<file path="config.mk">
export PLATFORM = sky130hd
export DESIGN_NAME = icache_ram_responder
export DESIGN_NICKNAME = d
export VERILOG_FILES = /design/src/rtl/icache_ram_responder.sv
export SDC_FILE = /design/constraint.sdc
export NUM_CORES = 1
export LEC_CHECK = 0
export ABC_AREA = 1
export BUFFER_PORTS_ARGS = -buffer_cell sky130_fd_sc_hd__buf_2
export CORE_MARGIN = 4
export CORE_UTILIZATION = 50
export CTS_CLUSTER_DIAMETER = 30
export CTS_CLUSTER_SIZE = 24
export DETAILED_ROUTE_END_ITERATION = 8
export GPL_TIMING_DRIVEN = 0
export PLACE_DENSITY = 0.84
export SLEW_MARGIN = 20
export SYNTH_ARGS = -nofsm -noshare
export SYNTH_HDL_FRONTEND = slang
export SYNTH_SLANG_ARGS = --single-unit
</file>
<file path="constraint.sdc">
create_clock -name clk -period 3.8 [get_ports clk]
set_clock_uncertainty 0.1 [all_clocks]
set_input_delay 0.57 -clock clk [delete_from_list [all_inputs] [get_ports clk]]
set_output_delay 0.57 -clock clk [all_outputs]
set_load 0.1 [all_outputs]
</file>
<file path="src/rtl/icache_ram_responder.sv">
// Memory-side responder for the icache burst-read port: walks a burst over a
// single-port synchronous RAM with configurable first-beat and inter-beat latency.
module icache_ram_responder #(
  parameter int unsigned FIRST_LAT = 2,
  parameter int unsigned BEAT_GAP  = 0
) (
  input  logic        clk,
  input  logic        rst,
  input  logic [31:0] ram_raddr_icache_i,
  input  logic        ram_raddr_valid_icache_i,
  input  logic [7:0]  ram_rmask_icache_i,
  input  logic [3:0]  ram_rsize_icache_i,
  input  logic [7:0]  ram_rlen_icache_i,
  output logic        ram_rdata_ready_icache_o,
  output logic [63:0] ram_rdata_icache_o,
  output logic [31:0] mem_raddr_o,
  output logic        mem_ren_o,
  input  logic [63:0] mem_rdata_i
);

  typedef enum logic [2:0] {
    S_IDLE, S_WAIT, S_ISSUE, S_CAPTURE, S_BEAT, S_DONE
  } state_t;

  localparam logic [7:0] LP_FIRST_LAT = 8'(FIRST_LAT);
  localparam logic [7:0] LP_BEAT_GAP  = 8'(BEAT_GAP);

  state_t      r_state, w_state_next;
  logic [31:0] r_base, w_base_next;
  logic [7:0]  r_mask, w_mask_next;
  logic [7:0]  r_len, w_len_next;
  logic [1:0]  r_shift, w_shift_next;  // log2 of the beat stride
  logic [7:0]  r_beat_cnt, w_beat_cnt_next;
  logic [7:0]  r_wait_cnt, w_wait_cnt_next;

  logic        r_ready, r_ren;
  logic [63:0] r_data;
  logic [31:0] r_addr;

  logic [31:0] w_addr_sum;
  logic [63:0] w_masked;
  logic        w_ren_next, w_ready_next;
  logic [1:0]  w_size_shift;

  always_comb begin
    case (ram_rsize_icache_i)
      4'd1:    w_size_shift = 2'd0;
      4'd2:    w_size_shift = 2'd1;
      4'd4:    w_size_shift = 2'd2;
      default: w_size_shift = 2'd3;
    endcase
  end

  genvar gi;
  generate
    for (gi = 0; gi < 8; gi++) begin : g_mask
      assign w_masked[gi*8 +: 8] = r_mask[gi] ? mem_rdata_i[gi*8 +: 8] : 8'h00;
    end
  endgenerate

  always_comb begin
    w_state_next    = r_state;
    w_base_next     = r_base;
    w_mask_next     = r_mask;
    w_len_next      = r_len;
    w_shift_next    = r_shift;
    w_beat_cnt_next = r_beat_cnt;
    w_wait_cnt_next = r_wait_cnt;

    case (r_state)
      S_IDLE: begin
        if (ram_raddr_valid_icache_i) begin
          w_base_next     = ram_raddr_icache_i;
          w_mask_next     = ram_rmask_icache_i;
          w_len_next      = ram_rlen_icache_i;
          w_shift_next    = w_size_shift;
          w_beat_cnt_next = 8'd0;
          w_wait_cnt_next = LP_FIRST_LAT;
          w_state_next    = (LP_FIRST_LAT != 8'd0) ? S_WAIT : S_ISSUE;
        end
      end
      S_WAIT: begin
        w_wait_cnt_next = r_wait_cnt - 8'd1;
        if (r_wait_cnt <= 8'd1) w_state_next = S_ISSUE;
      end
      S_ISSUE:   w_state_next = S_CAPTURE;
      S_CAPTURE: w_state_next = S_BEAT;
      S_BEAT: begin
        if (r_beat_cnt == r_len) begin
          w_state_next = S_DONE;
        end else begin
          w_beat_cnt_next = r_beat_cnt + 8'd1;
          w_wait_cnt_next = LP_BEAT_GAP;
          w_state_next    = (LP_BEAT_GAP != 8'd0) ? S_WAIT : S_ISSUE;
        end
      end
      S_DONE: begin
        if (!ram_raddr_valid_icache_i) w_state_next = S_IDLE;
      end
      default: w_state_next = S_IDLE;
    endcase

    // Initiator dropping valid mid-burst abandons it; outputs follow the next state
    if (!ram_raddr_valid_icache_i &&
        (r_state inside {S_WAIT, S_ISSUE, S_CAPTURE, S_BEAT})) begin
      w_state_next = S_IDLE;
    end
  end

  assign w_addr_sum   = w_base_next + (32'(w_beat_cnt_next) << w_shift_next);
  assign w_ren_next   = (w_state_next == S_ISSUE);
  assign w_ready_next = (r_state == S_CAPTURE) && (w_state_next == S_BEAT);

  always_ff @(posedge clk or negedge rst) begin
    if (!rst) begin
      r_state    <= S_IDLE;
      r_base     <= '0;
      r_mask     <= '0;
      r_len      <= '0;
      r_shift    <= '0;
      r_beat_cnt <= '0;
      r_wait_cnt <= '0;
      r_ready    <= 1'b0;
      r_ren      <= 1'b0;
      r_data     <= '0;
      r_addr     <= '0;
    end else begin
      r_state    <= w_state_next;
      r_base     <= w_base_next;
      r_mask     <= w_mask_next;
      r_len      <= w_len_next;
      r_shift    <= w_shift_next;
      r_beat_cnt <= w_beat_cnt_next;
      r_wait_cnt <= w_wait_cnt_next;
      r_ready    <= w_ready_next;
      r_ren      <= w_ren_next;
      if (w_ren_next)   r_addr <= {w_addr_sum[31:3], 3'b000};
      if (w_ready_next) r_data <= w_masked;
    end
  end

  assign ram_rdata_ready_icache_o = r_ready;
  assign ram_rdata_icache_o       = r_data;
  assign mem_raddr_o              = r_addr;
  assign mem_ren_o                = r_ren;

endmodule

</file>
# Word level (Yosys, flattened, before mapping)
# Index checks and enable logic that the tools add are counted.
# W data, S select, Z words.
[word_totals]
wordCells = 62
latch_bits = 0
n_memories = 0
output_inout_bits = 98
mem_bits_ro = 0
regBits = 164
ram_bits = 0
[op_classes]
shifts = 1
n_mux = 25
mul = 0
eq_ne = 13
n_reduce_logical = 8
n_div = 0
add_sub_neg = 3
bitwise = 0
order_cmp = 1
[ops]
columns = ["cell", "n"]
rows = [
  ["$mux W8", 12],
  ["$mux W32", 2],
  ["$add A32 B32 Y32", 1],
  ["$shl A8 B2 Y32", 1],
  ["$pmux W8 S3", 1],
  ["$pmux W3 S6", 1],
  ["$pmux W8 S2", 1],
  ["$mux W3", 5],
  ["$eq A3 B2 Y1 const B", 3],
  ["$eq A3 B3 Y1 const B", 3],
  ["$add A8 B1 Y8 const B", 1],
  ["$eq A8 B8 Y1", 1],
  ["$le A8 B1 Y1 const B", 1],
  ["$sub A8 B1 Y8 const B", 1],
  ["$pmux W2 S3", 1],
  ["$eq A4 B1 Y1 const B", 1],
  ["$eq A4 B2 Y1 const B", 1],
  ["$eq A4 B3 Y1 const B", 1],
  ["$mux W2", 2],
  ["$ne A2 B2 Y1 const B", 2],
  ["$reduce_bool A4 Y1", 1],
  ["$eq A3 B1 Y1 const B", 1],
  ["$logic_not A3 Y1", 1],
  ["$reduce_and A3 Y1", 1],
  ["4 further kinds", 5],
]

# Logic depth before layout (Yosys ltp)
# Gate-level depths: netlist (run 1).
[logic_depth]
depth_word = 6
ltp_mapped = 29
depth_no_buf = 29

# Least setup slack after synthesis (run 1)
# No wires, ideal clock.
[synth_path]
path_type = "input to register"
from = "input ram_raddr_valid_icache_i"
to = "register r_addr[30] (netlist: mem_raddr_o[30])"
required_ps = 3580
setup_time_ps = 120
slack_ps = 302
cell_stages = 23
t_arrival_ps = 3278
cell_sequence = "nand3_2 > buf_6 > inv_6 > buf_8 > or2_0 > nand2_2 > clkinv_1 > or2_2 > nand2_1 > nor2_1 > ha_1 > a21oi_1 > nor2_1 > nand2_1 > o21ai_0 > inv_1 > nand2_2 > nand2_4 > nor2_4 > nand2_1 > nand2_1 > nand3_1 > nand2_1"
[synth_via]
elab_chain_len = 4
word_cells_on_any_way = 15
classes_between = "1 x add/sub; 1 x eq/ne; 1 x shift; 10 x mux; 2 x reduce/logical"
[synth_lines]
columns = ["item", "line", "rtl"]
rows = [
  ["start, declared", "10", "input logic ram_raddr_valid_icache_i,"],
  ["$mux W2", "72", "if (ram_raddr_valid_icache_i) begin"],
  ["$mux W2", "70", "case (r_state)"],
  ["net w_shift_next[0]", "32", "logic [1:0] r_shift, w_shift_next;"],
  ["$shl A8 B2 Y32", "110", "assign w_addr_sum = w_base_next + (32'(w_beat_cnt_next) << w_shift_next);"],
  ["$add A32 B32 Y32", "110", ""],
  ["end signal, assigned", "137", "if (w_ren_next) r_addr <= {w_addr_sum[31:3], 3'b000};"],
  ["end, declared", "38", "logic [31:0] r_addr;"],
]
# The timed path passes the listed nets, and every way through them passes these cells.
# A chain may end at the register's enable or synchronous reset.

# Worst setup path after layout (run 1)
[layout_path]
from = "register r_beat_cnt[1]"
to = "register r_addr[17] (netlist: mem_raddr_o[17])"
[layout_via]
elab_chain_len = 5
word_cells_on_any_way = 11
classes_between = "2 x add/sub; 2 x eq/ne; 1 x shift; 6 x mux"
[layout_lines]
columns = ["item", "line", "rtl"]
rows = [
  ["start, declared", "33", "logic [7:0] r_beat_cnt, w_beat_cnt_next;"],
  ["start signal, assigned", "133", "r_beat_cnt <= w_beat_cnt_next;"],
  ["$add A8 B1 Y8 / $eq A8 B8 Y1 (equally long branches)", "92, 89", ""],
  ["$mux W8 (*)", "89", "if (r_beat_cnt == r_len) begin"],
  ["$pmux W8 S2 (*)", "70", ""],
  ["net w_beat_cnt_next[4]", "33", ""],
  ["$shl A8 B2 Y32 (*)", "110", ""],
  ["$add A32 B32 Y32 (*)", "110", ""],
]
# The timed path passes the listed nets; every way through them passes the cells marked *.

==> out/metrics.csv, run 1 <==
stage,metric,value,unit
drt,via-per-instance ratio,5.26,
worst_setup_path,Reg2Reg Setup Slack,0.03,ns
worst_setup_path,R2R cell count,24,
die,die width,135,um
die,core area,15900,um2
worst_setup_path,CP Max Fanout,6,
synthesis,Post-Syn Area,8080,um2
drt,vias,7976,
place,PortBufs,213,
worst_setup_path,Crit path arrival time,4.00,ns
die,I/O Pins,217,
timing,final period utilization,99.2,%
worst_setup_path,Crit. End Element,register,
worst_setup_path,crit path to,mem_raddr_o[17],
worst_setup_path,crit path from,r_beat_cnt[1],
worst_setup_path,required time of the critical path,4.03,ns
worst_setup_path,CP Launch Type,register,
timing,Rel. slew slack,58.0,%
cells_and_area,area of the multi-input gates,3660,um2
timing,min Tclk post-route,3.77,ns
timing,f_max,265,MHz
synthesis,Post-Syn Instances,1015,
synthesis,fraction of synthesized area in multiplexers,0,%
timing,final hold violations,0,
cts,H-tree levels,4,
synthesis,Post-Synth Simple-Gate Area,28.7,%
synthesis,Post-synth EDFFs,0,
die,die height,135,um
global_routing,overall global routing resource usage,24.4,%
synthesis,async set-reset flop share out of synthesis,100,%
worst_setup_path,Critical R2R Launch,r_beat_cnt[1],
drt,ANT nets after route,0,
cells_and_area,area of all sequential standard cells,4110,um2
global_routing,number of global-route vias before repair,7435,
cts,CTS Buf Count,17,
cells_and_area,share of cells above drive strength 1,30.4,%
synthesis,main combinational cell family by area after synthesis,simple AND/OR/NAND/NOR gates,
cells_and_area,"Core Util, Final",66.2,%
synthesis,top_reg_cell synth,dfrtp_1,
synthesis,Cell variety after synth,44,
global_routing,grt total ovfl,0,
drt,DRC viols,0,
drt,drt total wl,23800,um
global_routing,initial antenna violation count,0,
cts,latest clock arrival within the worst-skew pair,0.43,ns
cells_and_area,FILL cells,1261,
place,RD Place Congestion,0.930,
cells_and_area,Antenna diodes,0,
cells_and_area,Layout area overhead,30.3,%
cells_and_area,most frequent cells in the layout,"nand2_1 (355), buf_2 (216), dfrtp_1 (162), o21ai_0 (101), inv_1 (67)",
synthesis,"Seq/Total Area, Yosys",50.8,%
cts,Clock Pin Slew Worst Setup and Hold Paths,0.07,ns
worst_setup_path,R2R Path End,mem_raddr_o[17],
cells_and_area,Layout Nets,1420,
worst_setup_path,Worst Setup Path Type,register to register,
die,Initial Util,50.9,%
synthesis,Mean Syn Cell Area,7.96,um2
job,max capacitance violation total,0,
die,Die ar.,18300,um2
cts,TritonCTS Sinks,164,
drt,router iterations before antenna repair,6,
run_status,status,finished clean,
drt,drt first-iter violations,632,
global_routing,largest net degree at the start of global routing,87,
cts,Max Root-Sink Buffers,2,
cts,CTS tree,built,
cells_and_area,"commonest non-fill, non-tap cell in the layout",nand2_1,
synthesis,Post-Synth XOR/XNOR Area,0.867,%
synthesis,Synth warnings,0,
global_routing,global-route wire length before repair,35700,um
cts,Root Buffer Master,clkbuf_16,
timing,setup TNS,0,ns
timing,WHS,0.00322,ns
timing,endpoints failing setup,0,
place,DP HPWL,16500,um
die,row count,46,
synthesis,area share of fa/ha/maj cells after synthesis,2.01,%
timing,worst slew pin tran,0.630,ns
min_path,Worst Hold Class,input port to async pin,
synthesis,#FFs+latches synth,164,
timing,fin. max-slew vios,0,
synthesis,post-synthesis compound-gate area fraction,11.2,%
drt,Wirelength per Cell,15.7,um
==> how the worst min path moves through the flow <==
stage	start	to	slack (ns)	depth (start not counted)
6_report	rst	r_base[19]	0.003	1
5_1_grt	rst	r_base[19]	0.04	1
4_1_cts	rst	r_base[19]	0.03	1
3_5_place_dp	mem_raddr_o[13]	mem_raddr_o[13]	0.36	2
3_3_place_gp	r_wait_cnt[7]	r_wait_cnt[7]	0.35	1
2_1_floorplan	rst	mem_raddr_o[10]	0.17	0
==> per-stage QoR <==
step / instances / setup slack [ns] / area [um2]
finish: 1516 / 0.0286 / 10500
global placement: 1446 / -0.382 / 9420
detailed placement: 1447 / -0.348 / 9460
global route: 1516 / -0.177 / 10500
floorplan: 1017 / 0.302 / 8090
CTS: 1481 / 0.00132 / 10100
==> flip-flops by register name (all words and copies together) (netlist names) <==
register / cells
r_wait_cnt: 8
mem_ren_o: 1
r_len: 8
r_state: 3
r_shift: 2
r_beat_cnt: 8
ram_rdata_icache_o: 64
r_mask: 8
mem_raddr_o: 29
ram_rdata_ready_icache_o: 1
r_base: 32
==> final cells by class <==
type	instances	area share, %
Buffer	43	2.15
Tap cell	216	2.57
Timing Repair Buffer	252	13.2
Multi-Input combinational cell	731	34.8
Sequential cell	164	39.0
Clock buffer	18	4.17
Clock inverter	13	1.19
Inverter	79	2.93
==> critical path, stage by stage, from the launching register on <==
cell and delay, ns:
dfrtp_1 0.41, inv_2 0.08, nand2_1 0.07, nand2_1 0.05, nand2_1 0.07, nor2_2 0.05, nand2_2 0.12, nand4_1 0.19
a21oi_1 0.19, o21ai_0 0.11, o21ai_1 0.13, inv_1 0.08, nand2_1 0.08, o21ai_2 0.09, o21ai_1 0.28, ha_4 0.28
a21oi_2 0.18, o21ai_2 0.10, a21oi_2 0.24, o21ai_1 0.14, inv_1 0.10, nand2_2 0.12, nand2_4 0.13, inv_1 0.09
o31ai_1 0.21
==> layer usage <==
layer,vias up,global-route usage [%],part of all wire (%)
met2,403,40.9,49
li1,3805,-,-
met3,64,4.62,7.6
met1,3704,31.6,40
met4,0,9.35,3.1
met5,-,0,0
==> repair_timing <==
item | in CTS | in global routing
buffers inserted | 3 | 35
resized for setup | 14 | 65
setup endpoints to repair | 21 | 23
pin swaps | 3 | 32
hold buffers | 0 | 0
==> cell usage after synthesis (2+ instances only) <==
library cell / instances / share of area [%]
a21oi_1: 25 / 1.5
a21oi_2: 2 / 0.22
a31oi_1: 4 / 0.31
buf_1: 10 / 0.46
buf_2: 4 / 0.25
buf_4: 4 / 0.37
buf_6: 3 / 0.42
clkbuf_1: 21 / 0.98
clkinv_1: 2 / 0.093
dfrtp_1: 164 / 51
ha_1: 13 / 2.0
inv_1: 74 / 3.4
inv_2: 2 / 0.093
nand2_1: 359 / 17
nand2_2: 14 / 1.1
nand2_4: 6 / 0.84
nand3_1: 48 / 3.0
nand4_1: 10 / 0.77
nor2_1: 51 / 2.4
nor2_2: 3 / 0.23
nor2_4: 3 / 0.42
nor3_1: 8 / 0.50
nor3_2: 2 / 0.25
nor4_1: 3 / 0.23
o21a_1: 3 / 0.28
o21ai_0: 120 / 7.4
o21ai_1: 12 / 0.74
o22ai_1: 2 / 0.15
or2_1: 2 / 0.15
or2_2: 21 / 1.6
xnor2_1: 6 / 0.65
xor2_1: 2 / 0.22
==> cell families (layout without fill, tap and decap cells) <==
logic type	count (synthesis)	in the layout
AO/OA/AOI/OAI	173	173
XOR/XNOR	8	8
adder cells (fa/ha/maj)	13	13
buffers and inverters	122	405
flip-flops	164	164
other	1	3
AND/OR/NAND/NOR	534	534
Power of run 1 is not shown: default switching activity piles up to over one toggle a cycle in this logic, so the estimate is an artifact.
==> inputs of run 2 (changes only) <==
- PLACE_DENSITY: 0.84 -> 0.88
==> run 2 against run 1 <==
  * The flow now finishes with violations (negative hold slack)
  * Global-route usage grew 0.65 points
  * Maximum frequency grew 1.8%
  * Worst hold slack lost 0.020 ns
  * Largest cell class unchanged
==> out/metrics.csv, run 2 (synthesized netlist as in run 1, its figures left out) <==
stage,metric,value,unit,change
worst_setup_path,Crit. End Element,register,,
timing,f_max,270,MHz,+1.8%
global_routing,initial antenna violation count,0,,unchanged
worst_setup_path,CP Max Fanout,8,,+2
drt,router iterations before antenna repair,5,,-1
drt,via-per-instance ratio,5.32,,+1.2%
die,core area,15900,um2,unchanged
cells_and_area,most frequent cells in the layout,"nand2_1 (355), buf_2 (216), dfrtp_1 (161), o21ai_0 (104), inv_1 (67)",,
worst_setup_path,Reg2Reg Setup Slack,0.1,ns,+0.07 ns
cells_and_area,Finished Layout Cells,1505,,-0.73%
die,die height,135,um,unchanged
drt,DRC viols,0,,unchanged
cts,CTS Buf Count,17,,unchanged
cts,Max Root-Sink Buffers,2,,unchanged
die,I/O Pins,217,,unchanged
worst_setup_path,CP Launch Type,register,,
timing,min Tclk post-route,3.70,ns,-0.0666 ns
drt,ANT nets after route,0,,unchanged
cells_and_area,Layout Nets,1408,,-0.85%
timing,final hold violations,4,,+4
cts,Root Buffer Master,clkbuf_16,,
drt,drt first-iter violations,590,,-6.6%
place,RD Place Congestion,0.932,,+0.27%
worst_setup_path,R2R Path End,mem_raddr_o[21],,
global_routing,largest net degree at the start of global routing,90,,+3.4%
timing,final period utilization,97.5,%,-1.8 points
cells_and_area,Antenna diodes,0,,unchanged
worst_setup_path,Worst Setup Path Type,register to register,,
place,PortBufs,213,,unchanged
cells_and_area,share of cells above drive strength 1,30.1,%,-0.28 points
worst_setup_path,Crit path arrival time,3.93,ns,-0.07 ns
cts,TritonCTS Sinks,164,,unchanged
global_routing,global-route wire length before repair,36300,um,+1.7%
cts,Clock Pin Slew Worst Setup and Hold Paths,0.07,ns,about the same
cells_and_area,"commonest non-fill, non-tap cell in the layout",nand2_1,,
timing,worst slew pin tran,0.597,ns,-0.0330 ns
place,DP HPWL,16800,um,+1.7%
worst_setup_path,Buf/Inv on CP,2,,-2
timing,Rel. slew slack,60.2,%,+2.2 points
worst_setup_path,most frequent CP cell,nand2_1,,
worst_setup_path,R2R cell count,27,,+13%
drt,vias,8014,,+0.48%
worst_setup_path,"Slowest-stage cell, CP",dfrtp_1,,
worst_setup_path,crit-path max cell delay,0.42,ns,about the same
die,Die ar.,18300,um2,unchanged
run_status,failing checks,negative hold slack,,
worst_setup_path,required time of the critical path,4.02,ns,about the same
place,Post-DP Area,9460,um2,unchanged
cts,H-tree levels,4,,unchanged
die,die width,135,um,unchanged
cts,latest clock arrival within the worst-skew pair,0.43,ns,about the same
job,max capacitance violation total,0,,unchanged
min_path,Worst Hold Class,input port to async pin,,
cells_and_area,max reg flops,64,,unchanged
timing,endpoints failing setup,0,,unchanged
global_routing,overall global routing resource usage,25.1,%,+0.65 points
cts,CTS tree,built,,
place,placed instance count,1447,,unchanged
cells_and_area,"Design Area, Final",10500,um2,about the same
die,row count,46,,unchanged
drt,drt total wl,23900,um,+0.67%
global_routing,number of global-route vias before repair,7356,,-1.1%
worst_setup_path,Critical R2R Launch,r_beat_cnt[0],,
global_routing,grt total ovfl,0,,unchanged
place,Setup WS pre-CTS,-0.370,ns,-0.0219 ns
timing,final worst slack,0.0952,ns,+0.0666 ns
cts,hold-fix buffers at CTS,0,,unchanged
die,Initial Util,50.9,%,unchanged
run_status,status,finished with violations,,
worst_setup_path,crit-path leading delay family,simple AND/OR/NAND/NOR gates,,
drt,Wirelength per Cell,15.9,um,+1.4%
timing,WHS,-0.0173,ns,-0.0205 ns
cells_and_area,Layout area overhead,30.3,%,about the same
timing,fin. max-slew vios,0,,unchanged
## run 2: changes by cell type in the layout (fill, tap and decap cells not counted), moves of 2 or more
cell,before,now
o21ai_0,101,104
buf_4,42,30
nand2_2,17,15
o21ai_1,24,21
bufinv_16,1,4
nand3_1,46,44
nand2_4,7,9
clkinvlp_4,6,4
nand3_2,3,5
## run 2: metal layers
metal / part of all wire [%] / wire [um] / up-vias / track usage [%]
li1: - / - / 3792 / -
met1: 39 / 9350 / 3738 / 31.2
met2: 50 / 12000 / 409 / 43.6
met3: 7.4 / 1770 / 75 / 4.21
met4: 3.3 / 785 / 0 / 10.1
met5: 0 / 0 / - / 0
## run 2: worst max-delay path by stage
stage,end,from,slack (ns),cells past startpoint
finish,mem_raddr_o[21],r_beat_cnt[0],0.1,27
global route,mem_raddr_o[30],r_beat_cnt[0],-0.11,27
CTS,mem_raddr_o[28],r_state[1],0.004,24
detailed placement,mem_raddr_o[31],ram_raddr_valid_icache_i,-0.37,25
global placement,ram_rdata_icache_o[23],rst,-0.42,1
floorplan,mem_raddr_o[30],ram_raddr_valid_icache_i,0.30,23
## run 2: through the flow
stage / util, % / TNS, ns
2_1_floorplan: - / 0
3_3_place_gp: 59.3 / -71.49
3_5_place_dp: 59.5 / -6.13
4_1_cts: 63.9 / 0
5_1_grt: 66.3 / -0.918
6_report: 66.3 / 0
## run 2: what timing repair did
action,CTS,global route
endpoints found under the setup margin,21,23
gates resized for setup,10,71
setup buffers,4,22
cloned,0,0
pin swaps,4,34
## run 2: area by class of cell
type / instances / area (um2)
Sequential cell: 164 / 4110
Clock inverter: 14 / 200
Buffer: 43 / 218
Timing Repair Buffer: 240 / 1300
Fill cell: 1245 / 5360
Clock buffer: 18 / 429
Multi-Input combinational cell: 731 / 3690
Tap cell: 216 / 270
Inverter: 79 / 308
Power of run 2 is left out for the same reason.
